===== config.mk =====
export PLATFORM = sky130hd
export DESIGN_NAME = id_ex_pipe
export DESIGN_NICKNAME = d
export VERILOG_FILES = /design/src/rtl/mips_pkg.sv /design/src/rtl/load_use_detect.sv /design/src/rtl/id_ex_pipe.sv
export SDC_FILE = /design/constraint.sdc
export NUM_CORES = 1
export LEC_CHECK = 0
export ABC_AREA = 1
export CORE_ASPECT_RATIO = 0.8
export CORE_UTILIZATION = 41
export DETAILED_ROUTE_END_ITERATION = 16
export GPL_TIMING_DRIVEN = 0
export HOLD_SLACK_MARGIN = 0.08
export PLACE_DENSITY = 0.8
export SLEW_MARGIN = 20
export SYNTH_ARGS = -nofsm -noshare
export SYNTH_HDL_FRONTEND = slang
export SYNTH_SLANG_ARGS = --single-unit
export TNS_END_PERCENT = 10

===== constraint.sdc =====
create_clock -name clk -period 6.05 [get_ports clk]
set_clock_uncertainty 0.2 [all_clocks]
set_input_delay 0.605 -clock clk [delete_from_list [all_inputs] [get_ports clk]]
set_output_delay 0.605 -clock clk [all_outputs]
set_load 0.03 [all_outputs]

===== src/rtl/mips_pkg.sv =====
// mips_pkg: shared constants and types for the 5-stage MIPS core.
//   ALU class encodings, primary opcodes, default datapath widths and the
//   packed control bundle carried through the ID/EX register.
package mips_pkg;

   localparam int unsigned DATA_W_DEFAULT = 32;
   localparam int unsigned REG_AW_DEFAULT = 5;

   localparam logic [1:0] ALUOP_ADD   = 2'b00;
   localparam logic [1:0] ALUOP_SUB   = 2'b01;
   localparam logic [1:0] ALUOP_FUNCT = 2'b10;

   localparam logic [5:0] OP_RTYPE = 6'b000000;
   localparam logic [5:0] OP_LW    = 6'b100011;
   localparam logic [5:0] OP_SW    = 6'b101011;
   localparam logic [5:0] OP_BEQ   = 6'b000100;
   localparam logic [5:0] OP_J     = 6'b000010;
   localparam logic [5:0] OP_ADDI  = 6'b001000;
   localparam logic [5:0] OP_ORI   = 6'b001101;

   localparam int unsigned CTRL_W = 10;

   // regDst is not carried: it is folded into the destination index at capture.
   typedef struct packed {
      logic       valid;
      logic       regWr;
      logic       aluSrc;
      logic       br;
      logic       memRe;
      logic       memWr;
      logic       mem2reg;
      logic       jump;
      logic [1:0] aluop;
   } ctrl_t;

endpackage


===== src/rtl/load_use_detect.sv =====
// load_use_detect: combinational load-use hazard detector.
//   Inputs : ex_valid, ex_memRe, ex_rt   - instruction currently in EX
//            id_valid, id_rs, id_rt      - instruction currently in ID
//            id_regDst, id_br, id_memWr  - decoder bits telling whether ID reads rt
//   Output : hazard - ID consumes the register a load in EX has not yet produced
module load_use_detect
   import mips_pkg::*;
#(
   parameter int unsigned REG_AW = REG_AW_DEFAULT
) (
   input  logic              ex_valid,
   input  logic              ex_memRe,
   input  logic [REG_AW-1:0] ex_rt,
   input  logic              id_valid,
   input  logic [REG_AW-1:0] id_rs,
   input  logic [REG_AW-1:0] id_rt,
   input  logic              id_regDst,
   input  logic              id_br,
   input  logic              id_memWr,
   output logic              hazard
);

   logic id_uses_rt;

   always_comb begin
      // rt is a source for R-type, branch compare and store data
      id_uses_rt = id_regDst | id_br | id_memWr;
      hazard = ex_valid & ex_memRe & (ex_rt != '0) & id_valid &
               ((ex_rt == id_rs) | ((ex_rt == id_rt) & id_uses_rt));
   end

endmodule


===== src/rtl/id_ex_pipe.sv =====
// id_ex_pipe: ID/EX pipeline register with load-use bubble insertion.
//   clk, rst          : clock, asynchronous active-high reset
//   id_*              : decoded controls, operands and indices from ID
//   hold              : downstream stall, register frozen
//   flush             : taken branch/jump, ID instruction replaced by a bubble
//   ex_*              : registered EX-stage view; ex_wreg is the resolved destination
//   hazard_stall      : combinational, freezes PC and IF/ID during a load-use bubble
//   bubble_cnt/hold_cnt: present only when PIPE_PERF_EN is defined
module id_ex_pipe
   import mips_pkg::*;
#(
   parameter int unsigned DATA_W = DATA_W_DEFAULT,
   parameter int unsigned REG_AW = REG_AW_DEFAULT
) (
   input  logic              clk,
   input  logic              rst,
   input  logic              id_valid,
   input  logic              id_regWr,
   input  logic              id_regDst,
   input  logic              id_aluSrc,
   input  logic              id_br,
   input  logic              id_memRe,
   input  logic              id_memWr,
   input  logic              id_mem2reg,
   input  logic              id_jump,
   input  logic [1:0]        id_aluop,
   input  logic [5:0]        id_funct,
   input  logic [DATA_W-1:0] id_pc4,
   input  logic [DATA_W-1:0] id_rs_data,
   input  logic [DATA_W-1:0] id_rt_data,
   input  logic [DATA_W-1:0] id_imm,
   input  logic [REG_AW-1:0] id_rs,
   input  logic [REG_AW-1:0] id_rt,
   input  logic [REG_AW-1:0] id_rd,
   input  logic              hold,
   input  logic              flush,
   output logic              ex_valid,
   output logic              ex_regWr,
   output logic              ex_aluSrc,
   output logic              ex_br,
   output logic              ex_memRe,
   output logic              ex_memWr,
   output logic              ex_mem2reg,
   output logic              ex_jump,
   output logic [1:0]        ex_aluop,
   output logic [5:0]        ex_funct,
   output logic [DATA_W-1:0] ex_pc4,
   output logic [DATA_W-1:0] ex_rs_data,
   output logic [DATA_W-1:0] ex_rt_data,
   output logic [DATA_W-1:0] ex_imm,
   output logic [REG_AW-1:0] ex_rs,
   output logic [REG_AW-1:0] ex_rt,
   output logic [REG_AW-1:0] ex_wreg,
`ifdef PIPE_PERF_EN
   output logic [31:0]       bubble_cnt,
   output logic [31:0]       hold_cnt,
`endif
   output logic              hazard_stall
);

   ctrl_t             ctrl_q;
   ctrl_t             ctrl_load;
   logic [5:0]        funct_q;
   logic [DATA_W-1:0] pc4_q, rs_data_q, rt_data_q, imm_q;
   logic [REG_AW-1:0] rs_q, rt_q, wreg_q;
   logic              hazard;
   logic              bubble;

   load_use_detect #(
      .REG_AW(REG_AW)
   ) u_load_use_detect (
      .ex_valid (ctrl_q.valid),
      .ex_memRe (ctrl_q.memRe),
      .ex_rt    (rt_q),
      .id_valid (id_valid),
      .id_rs    (id_rs),
      .id_rt    (id_rt),
      .id_regDst(id_regDst),
      .id_br    (id_br),
      .id_memWr (id_memWr),
      .hazard   (hazard)
   );

   // hold outranks the hazard bubble; flush outranks both
   assign hazard_stall = hazard & ~flush & ~hold;
   assign bubble       = flush | hazard_stall;

   // Side-effect controls are masked for a non-valid ID slot so it cannot
   // write the register file or memory, or redirect the PC.
   always_comb begin
      ctrl_load         = '0;
      ctrl_load.valid   = id_valid;
      ctrl_load.regWr   = id_valid & id_regWr;
      ctrl_load.aluSrc  = id_aluSrc;
      ctrl_load.br      = id_valid & id_br;
      ctrl_load.memRe   = id_valid & id_memRe;
      ctrl_load.memWr   = id_valid & id_memWr;
      ctrl_load.mem2reg = id_mem2reg;
      ctrl_load.jump    = id_valid & id_jump;
      ctrl_load.aluop   = id_aluop;
   end

   always_ff @(posedge clk or posedge rst) begin
      if (rst) begin
         ctrl_q    <= '0;
         funct_q   <= '0;
         pc4_q     <= '0;
         rs_data_q <= '0;
         rt_data_q <= '0;
         imm_q     <= '0;
         rs_q      <= '0;
         rt_q      <= '0;
         wreg_q    <= '0;
      end else if (bubble) begin
         ctrl_q    <= '0;
         funct_q   <= '0;
         pc4_q     <= '0;
         rs_data_q <= '0;
         rt_data_q <= '0;
         imm_q     <= '0;
         rs_q      <= '0;
         rt_q      <= '0;
         wreg_q    <= '0;
      end else if (!hold) begin
         ctrl_q    <= ctrl_load;
         funct_q   <= id_funct;
         pc4_q     <= id_pc4;
         rs_data_q <= id_rs_data;
         rt_data_q <= id_rt_data;
         imm_q     <= id_imm;
         rs_q      <= id_rs;
         rt_q      <= id_rt;
         wreg_q    <= id_regDst ? id_rd : id_rt;
      end
   end

`ifdef PIPE_PERF_EN
   // Only hazard bubbles are counted; flush bubbles are not.
   always_ff @(posedge clk or posedge rst) begin
      if (rst) begin
         bubble_cnt <= '0;
         hold_cnt   <= '0;
      end else begin
         if (hazard_stall) bubble_cnt <= bubble_cnt + 32'd1;
         if (hold && !flush) hold_cnt <= hold_cnt + 32'd1;
      end
   end
`endif

   assign ex_valid   = ctrl_q.valid;
   assign ex_regWr   = ctrl_q.regWr;
   assign ex_aluSrc  = ctrl_q.aluSrc;
   assign ex_br      = ctrl_q.br;
   assign ex_memRe   = ctrl_q.memRe;
   assign ex_memWr   = ctrl_q.memWr;
   assign ex_mem2reg = ctrl_q.mem2reg;
   assign ex_jump    = ctrl_q.jump;
   assign ex_aluop   = ctrl_q.aluop;
   assign ex_funct   = funct_q;
   assign ex_pc4     = pc4_q;
   assign ex_rs_data = rs_data_q;
   assign ex_rt_data = rt_data_q;
   assign ex_imm     = imm_q;
   assign ex_rs      = rs_q;
   assign ex_rt      = rt_q;
   assign ex_wreg    = wreg_q;

endmodule


## After elaboration in Yosys (flattened, before gate mapping)

Cells that the tools add are included.

| storage, ports and cells | value |
|---|---|
| register bits after elaboration | 159 |
| input port bits | 164 |
| output and inout port bits | 160 |
| logic and storage cells | 58 |

| operators by class | value |
|---|---|
| equality and inequality tests | 3 |
| multiplexer cells | 19 |
| bitwise logic cells | 18 |
| reduce and logical (&&, ||, !) cells | 1 |

Operators with widths:

| kind | count |
|---|---|
| $mux 32 | 8 |
| $mux 5 | 7 |
| $mux 10 | 2 |
| $and 1x1->1 | 12 |
| $mux 6 | 2 |
| $eq 5x5->1 | 2 |
| $reduce_bool 5->1 | 1 |
| $or 1x1->1 | 4 |
| $ne 2x1->1 const B | 1 |
| $not 1->1 | 2 |

## Depth between registers and ports, before layout

Gate-level depths: netlist (run 1).

| logic depth | value |
|---|---|
| depth in word-level cells | 9 |
| mapped depth | 11 |
| mapped depth without buffers | 9 |

## By module

From an unflattened synthesis (run 1), not the netlist that was laid out.

| second synthesis, totals | value |
|---|---|
| cell total of the unflattened synthesis | 770 |
| area total of the unflattened synthesis | 6585.1 µm² |

By module, submodules not included:

| module | times used | cells each | area an instance (µm²) |
|---|---|---|---|
| id_ex_pipe | 1 | 713 | 6353.6 |
| load_use_detect | 1 | 57 | 231.5 |

## Worst setup path after synthesis (run 1)

No wires, ideal clock.

| timing path | value |
|---|---|
| path type | input port to output port |
| start | input port flush |
| end | output port hazard_stall |
| arrival time | 1.336 ns |
| required time | 5.245 ns |
| path slack | 3.909 ns |
| stages on the path | 7 |
| path buffers | 0 |
| cells stage by stage | inv_2 -> nand3_1 -> nor3_1 -> nand2_1 -> inv_2 -> nand2_4 -> inv_1 |

| on the way | value |
|---|---|
| longest elaborated chain between the ends | 3 |

RTL lines:

| element | line | text |
|---|---|---|
| from (decl) | id_ex_pipe.sv:36 | `input logic flush,` |
| $not 1->1 | id_ex_pipe.sv:85 | `assign hazard_stall = hazard & ~flush & ~hold;` |
| $and 1x1->1 (2 in a row) | id_ex_pipe.sv:85 |  |
| to (decl) | id_ex_pipe.sv:58 | `output logic hazard_stall` |

No other way between the ends.

## Worst setup path after layout (run 1)

Same ends and word-level chain as after synthesis.

==> flow_summary.ini, run 1 <==
[grt]
grt_remaining_overflow = 0
grt_start_max_net_pins = 102
antenna_found_initial = 0
grt_pass1_wl_um = 33130
grt_pass1_vias = 6242
track_usage_pct = 25.27

[yosys]
async_flop_share_pct = 100.0
yosysMostFrequentCell = nand2_1
yosys_warnings = 0
ys_types = 19
yosys-top-cells-count = nand2_1 (313), dfrtp_1 (159), a21oi_1 (93)
synthFlopType = dfrtp_1
syn_avg_cell_area_sq_um = 8.986
yosysSeqAreaShare_pct = 58.41
synth.ff_latch_count = 159
synth_top_area_share_pct = 58.41
synth_area_sq_mm = 0.006812
syn-instance-count = 758
synth_top_area_cell = dfrtp_1
syn-num-nets = 922
synth_edf_count = 0
netlist_top_cells_area = dfrtp_1 (58%), nand2_1 (17%), a21oi_2 (7.7%)

[route]
viasPerCell = 4.901
drt-wirelength-per-cell_um = 16.05
wirelength_um = 21310
num_vias = 6509
drcViolationCount = 0
drt_iter0_markers = 306
antenna_left = 0
first_pass_iters = 4

[sta]
finalSetupViolCount = 0
slew_viol_final = 0
final.period_utilization_pct = 53.96
max_slew_margin_pct = 51.88
fmax_ghz = 0.3063
rsz0062_at_grt = no
min_period_ns = 3.265
tns_ns = 0
tightest_slew_ns = 0.7217
hold_violations = 0

[status]
outcome = finished, final reports clean

[final_layout]
fin_util_pct = 68.55
design_area_sq_mm = 0.01097
nNetsFinal = 1264
drive_above_1_share_pct = 10.51
stdcell_count = 1328
n_antenna_cell = 0
area_growth_pct = 61.08

[worst_setup_path]
crit_path_end_kind = output port
cp.arrival_ns = 2.46
cp_data_required_time_ns = 5.24
critPathLaunchType = primary input
path_max_fanout = 8
path_class = in2out

[clock_network]
clock_latency_ns = 0.42
clockBufferDepth = 2
ctsResizeCount = 0
post_cts_buffers = 0
cts_sinks = 159
clk_pin_slew_ns = 0.06
root_buffer = clkbuf_16
cts_inserted_buffers = 17
h-tree-depth = 4
cts_tree = built
postCtsHoldBufs = 0

[floorplan]
die-area_sq_mm = 0.01714
core-area_sq_mm = 0.01601
rows = 41
start_util_pct = 42.56
chipHeight_um = 117.3
io_pins = 324
die_x_um = 146.1

[place]
place_congestion = 0.8347
hpwl_um = 15610
io_buffers = 322
post-place-cells = 1296
place_area_sq_mm = 0.01034

[power]
p_leak_nw = 4.740
p_per_area_mw_per_mm2 = 257.5
fin_total_pwr_mw = 2.825
ir_worst_vdd_v = 0.0001749

[worst_hold_path]
hold_class = reg2reg

[run]
maxCapViolCount = 0
[worst max-delay path: stages]
cell	delay, ns
clkdlybuf4s50_1	0.44
inv_2	0.15
nand3_1	0.10
nor3_1	0.17
nand2_1	0.09
inv_2	0.07
nand2_4	0.09
inv_1	0.06
clkdlybuf4s50_1	0.68
[registers in the layout (all words and copies together), names as in the netlist]
name,count
ex_memWr,1
ex_imm,32
ex_rt_data,32
ex_wreg,5
ex_funct,6
ex_rt,5
ex_memRe,1
ex_regWr,1
ex_rs_data,32
ex_rs,5
ex_mem2reg,1
ex_aluSrc,1
ex_pc4,32
ex_valid,1
ex_jump,1
ex_br,1
ex_aluop,2
[power breakdown]
group	switching [mW]	leakage, nW	internal, mW
logic	0.295	2.32	0.244
registers	0.0327	2.12	1.12
clock network	0.438	0.302	0.697
total	0.766	4.74	2.06
[placed cells by master, fill, tap and decap left out]
cell type / count
a21oi_1: 93
a21oi_2: 60
buf_12: 1
buf_16: 1
buf_2: 11
buf_6: 1
buf_8: 6
bufinv_16: 3
clkbuf_1: 33
clkbuf_16: 17
clkbuf_8: 4
clkdlybuf4s50_1: 322
clkinv_1: 1
clkinv_2: 1
clkinv_4: 2
clkinvlp_4: 3
dfrtp_1: 159
inv_1: 16
inv_2: 2
inv_6: 2
inv_8: 1
nand2_1: 313
nand2_4: 2
nand3_1: 11
nand4_1: 5
nor2_1: 29
nor3_1: 3
o21ai_0: 10
xnor2_1: 1
[through the flow]
stage          setup WS, ns  hold WS (ns)
2_1_floorplan        0.9534        0.4628
4_1_cts               2.771        0.3155
3_5_place_dp          2.776        0.2991
6_report              2.785        0.3096
3_3_place_gp         -1.338        0.2960
5_1_grt               2.687        0.3395
[layout make-up]
type / count / area [sq um]
Fill cell: 1257 / 5034
Sequential cell: 159 / 3979
Timing Repair Buffer: 323 / 3251
Multi-Input combinational cell: 527 / 2457
Clock buffer: 21 / 480.5
Buffer: 52 / 300.3
Tap cell: 215 / 269.0
Clock inverter: 11 / 152.6
Inverter: 20 / 82.58
[per-layer routing]
layer,global-route usage [%],routed length (um)
met1,30.77,8618
met5,0,0
met3,9.574,1743
met4,8.611,525
met2,41.75,10420
[path summary, 6_finish.rpt]
kind,start,endpoint,slack [ns],cells after the start
min,ex_regWr,ex_regWr,0.31,2
min reg2reg,ex_regWr,ex_regWr,0.31,2
max,flush,hazard_stall,2.79,9
max reg2reg,ex_rt[1],ex_wreg[1],4.09,11
max in group asynchronous,rst,ex_imm[30],4.41,3
min in group asynchronous,rst,ex_pc4[4],0.52,2
[logic make-up (layout without fill, tap and decap cells)]
kind of cell / after synthesis / after routing / synth area share [%]
simple gates: 363 / 363 / 20.66
buf+inv: 72 / 427 / 5.511
compound gates: 163 / 163 / 15.28
xor+xnor: 1 / 1 / 0.1286
flops: 159 / 159 / 58.41
No activity file was read; power rests on OpenSTA's default activity.
==> inputs of run 2 (changes only) <==
Clock period 6.05 ns to 3.4 ns, I/O delays scaled along.
==> run 2 against run 1 <==
Setup slack worse by 2.2 ns. Sequential power increased by 78%. Flip-flop and latch count unchanged. Wire length increased by 3.5%. Highest routed layer unchanged. Power up 81%. Die area is the same. Final area increased by 0.76%. Global-route usage up 0.56 points. Clock power grew 84%. Cell count increased by 0.38%. Combinational power is 81% higher.
==> flow_summary.ini, run 2 (synthesized netlist as in run 1, its figures left out) <==
[status]
outcome = finished, final reports clean

[route]
antenna_left = 0
wirelength_um = 22050
viasPerCell = 4.856
drcViolationCount = 0
first_pass_iters = 4
num_vias = 6473
drt-wirelength-per-cell_um = 16.54
drt_iter0_markers = 278

[final_layout]
area_growth_pct = 62.31
final_common_cell = clkdlybuf4s50_1
n_antenna_cell = 0
fin_util_pct = 69.07
most-common-layout-cells = clkdlybuf4s50_1 (322), nand2_1 (313), dfrtp_1 (159)
drive_above_1_share_pct = 10.73
design_area_sq_mm = 0.01106
stdcell_count = 1333
nNetsFinal = 1269

[power]
p_leak_nw = 4.782
p_sw_mw = 1.392
swShare_pct = 27.29
ir_worst_vdd_v = 0.0003315
seq_power_share_pct = 40.2
internal_power_mw = 3.708
fin_total_pwr_mw = 5.100
p_per_area_mw_per_mm2 = 461.3
comb_power_share_pct = 19.1
p_clk_share_pct = 40.7

[place]
hpwl_um = 16240
post-place-cells = 1300
place_congestion = 0.8364
place_area_sq_mm = 0.01041
pre_cts_ws_ns = 0.5944
io_buffers = 322

[grt]
grt_start_max_net_pins = 34
grt_pass1_wl_um = 33600
track_usage_pct = 25.83
grt_pass1_vias = 6235
grt_remaining_overflow = 0
antenna_found_initial = 0

[sta]
tightest_slew_ns = 0.7039
min_period_ns = 2.805
max_slew_margin_pct = 53.08
slew_viol_final = 0
rsz0062_at_grt = no
hold_violations = 0
holdWs_ns = 0.2521
tns_ns = 0
finalSetupViolCount = 0
final.period_utilization_pct = 82.49
fin_ws_ns = 0.5953
fmax_ghz = 0.3565

[clock_network]
cts_inserted_buffers = 17
clk_pin_slew_ns = 0.07
cts_tree = built
postCtsHoldBufs = 1
h-tree-depth = 4
clockBufferDepth = 2
post_cts_buffers = 0
clock_latency_ns = 0.43
root_buffer = clkbuf_16
ctsResizeCount = 0
cts_sinks = 159

[worst_setup_path]
cp_data_required_time_ns = 2.86
max_stage_delay_ns = 0.68
cpMostUsedCell = nand2_1
slowest_stage = clkdlybuf4s50_1
path_class = reg2out
path_max_fanout = 8
critPathLaunchType = flop
path_cells = inv_1, nand2_1, nand2_1, nor2_1, nand3_1, nand2_1, nand2_4, inv_1, clkdlybuf4s50_1
cp.arrival_ns = 2.26
crit_path_end_kind = output port

[worst_hold_path]
hold_class = in2reg

[floorplan]
io_pins = 324
core-area_sq_mm = 0.01601
chipHeight_um = 117.3
die-area_sq_mm = 0.01714
die_x_um = 146.1
start_util_pct = 42.56
rows = 41

[run]
maxCapViolCount = 0
run 2: layout make-up:
class / count / area [sq um]
fill: 1292 / 4950
sequential: 159 / 3979
timing repair buffer: 328 / 3333
multi-input combinational: 527 / 2457
clock buffer: 20 / 456.7
buffer: 52 / 300.3
tap: 215 / 269.0
clock inverter: 12 / 181.4
inverter: 20 / 78.83
run 2: power groups by stage:
stage / Clock [mW] / Sequential [mW] / Combinational, mW
after global placement: 0 / 2.08 / 0.952
after global routing: 2.19 / 2.06 / 1.04
after detailed placement: 0 / 2.08 / 0.976
after CTS: 2.12 / 2.05 / 0.982
after floorplan: 0 / 2.28 / 0.276
final: 2.08 / 2.05 / 0.975
run 2: critical path: cells and delay by family (launching register included):
family        cells  cell delay, ns
flops             1            0.42
simple gates      6            0.57
buf+inv           3            0.84
run 2: path summary, 6_finish.rpt:
kind | from | to | slack [ns] | depth (start not counted)
setup / recovery | ex_rt[1] | hazard_stall | 0.60 | 9
hold / removal | id_pc4[11] | ex_pc4[11] | 0.25 | 3
setup reg to reg | ex_rt[1] | ex_rs_data[1] | 1.44 | 11
hold reg to reg | ex_memWr | ex_memWr | 0.32 | 2
max in group asynchronous | rst | ex_imm[10] | 1.74 | 5
min in group asynchronous | rst | ex_pc4[6] | 0.59 | 3
run 2: metal layers:
| layer | up-vias | GRT usage (%) | wire length [um] | part of all wire [%] |
|---|---|---|---|---|
| met5 | - | 0 | 0 | 0 |
| met3 | 37 | 8.953 | 1891 | 8.6 |
| met4 | 0 | 10.35 | 535 | 2.4 |
| li1 | 3110 | - | - | - |
| met1 | 3081 | 31.10 | 8878 | 40 |
| met2 | 245 | 43.09 | 10740 | 49 |
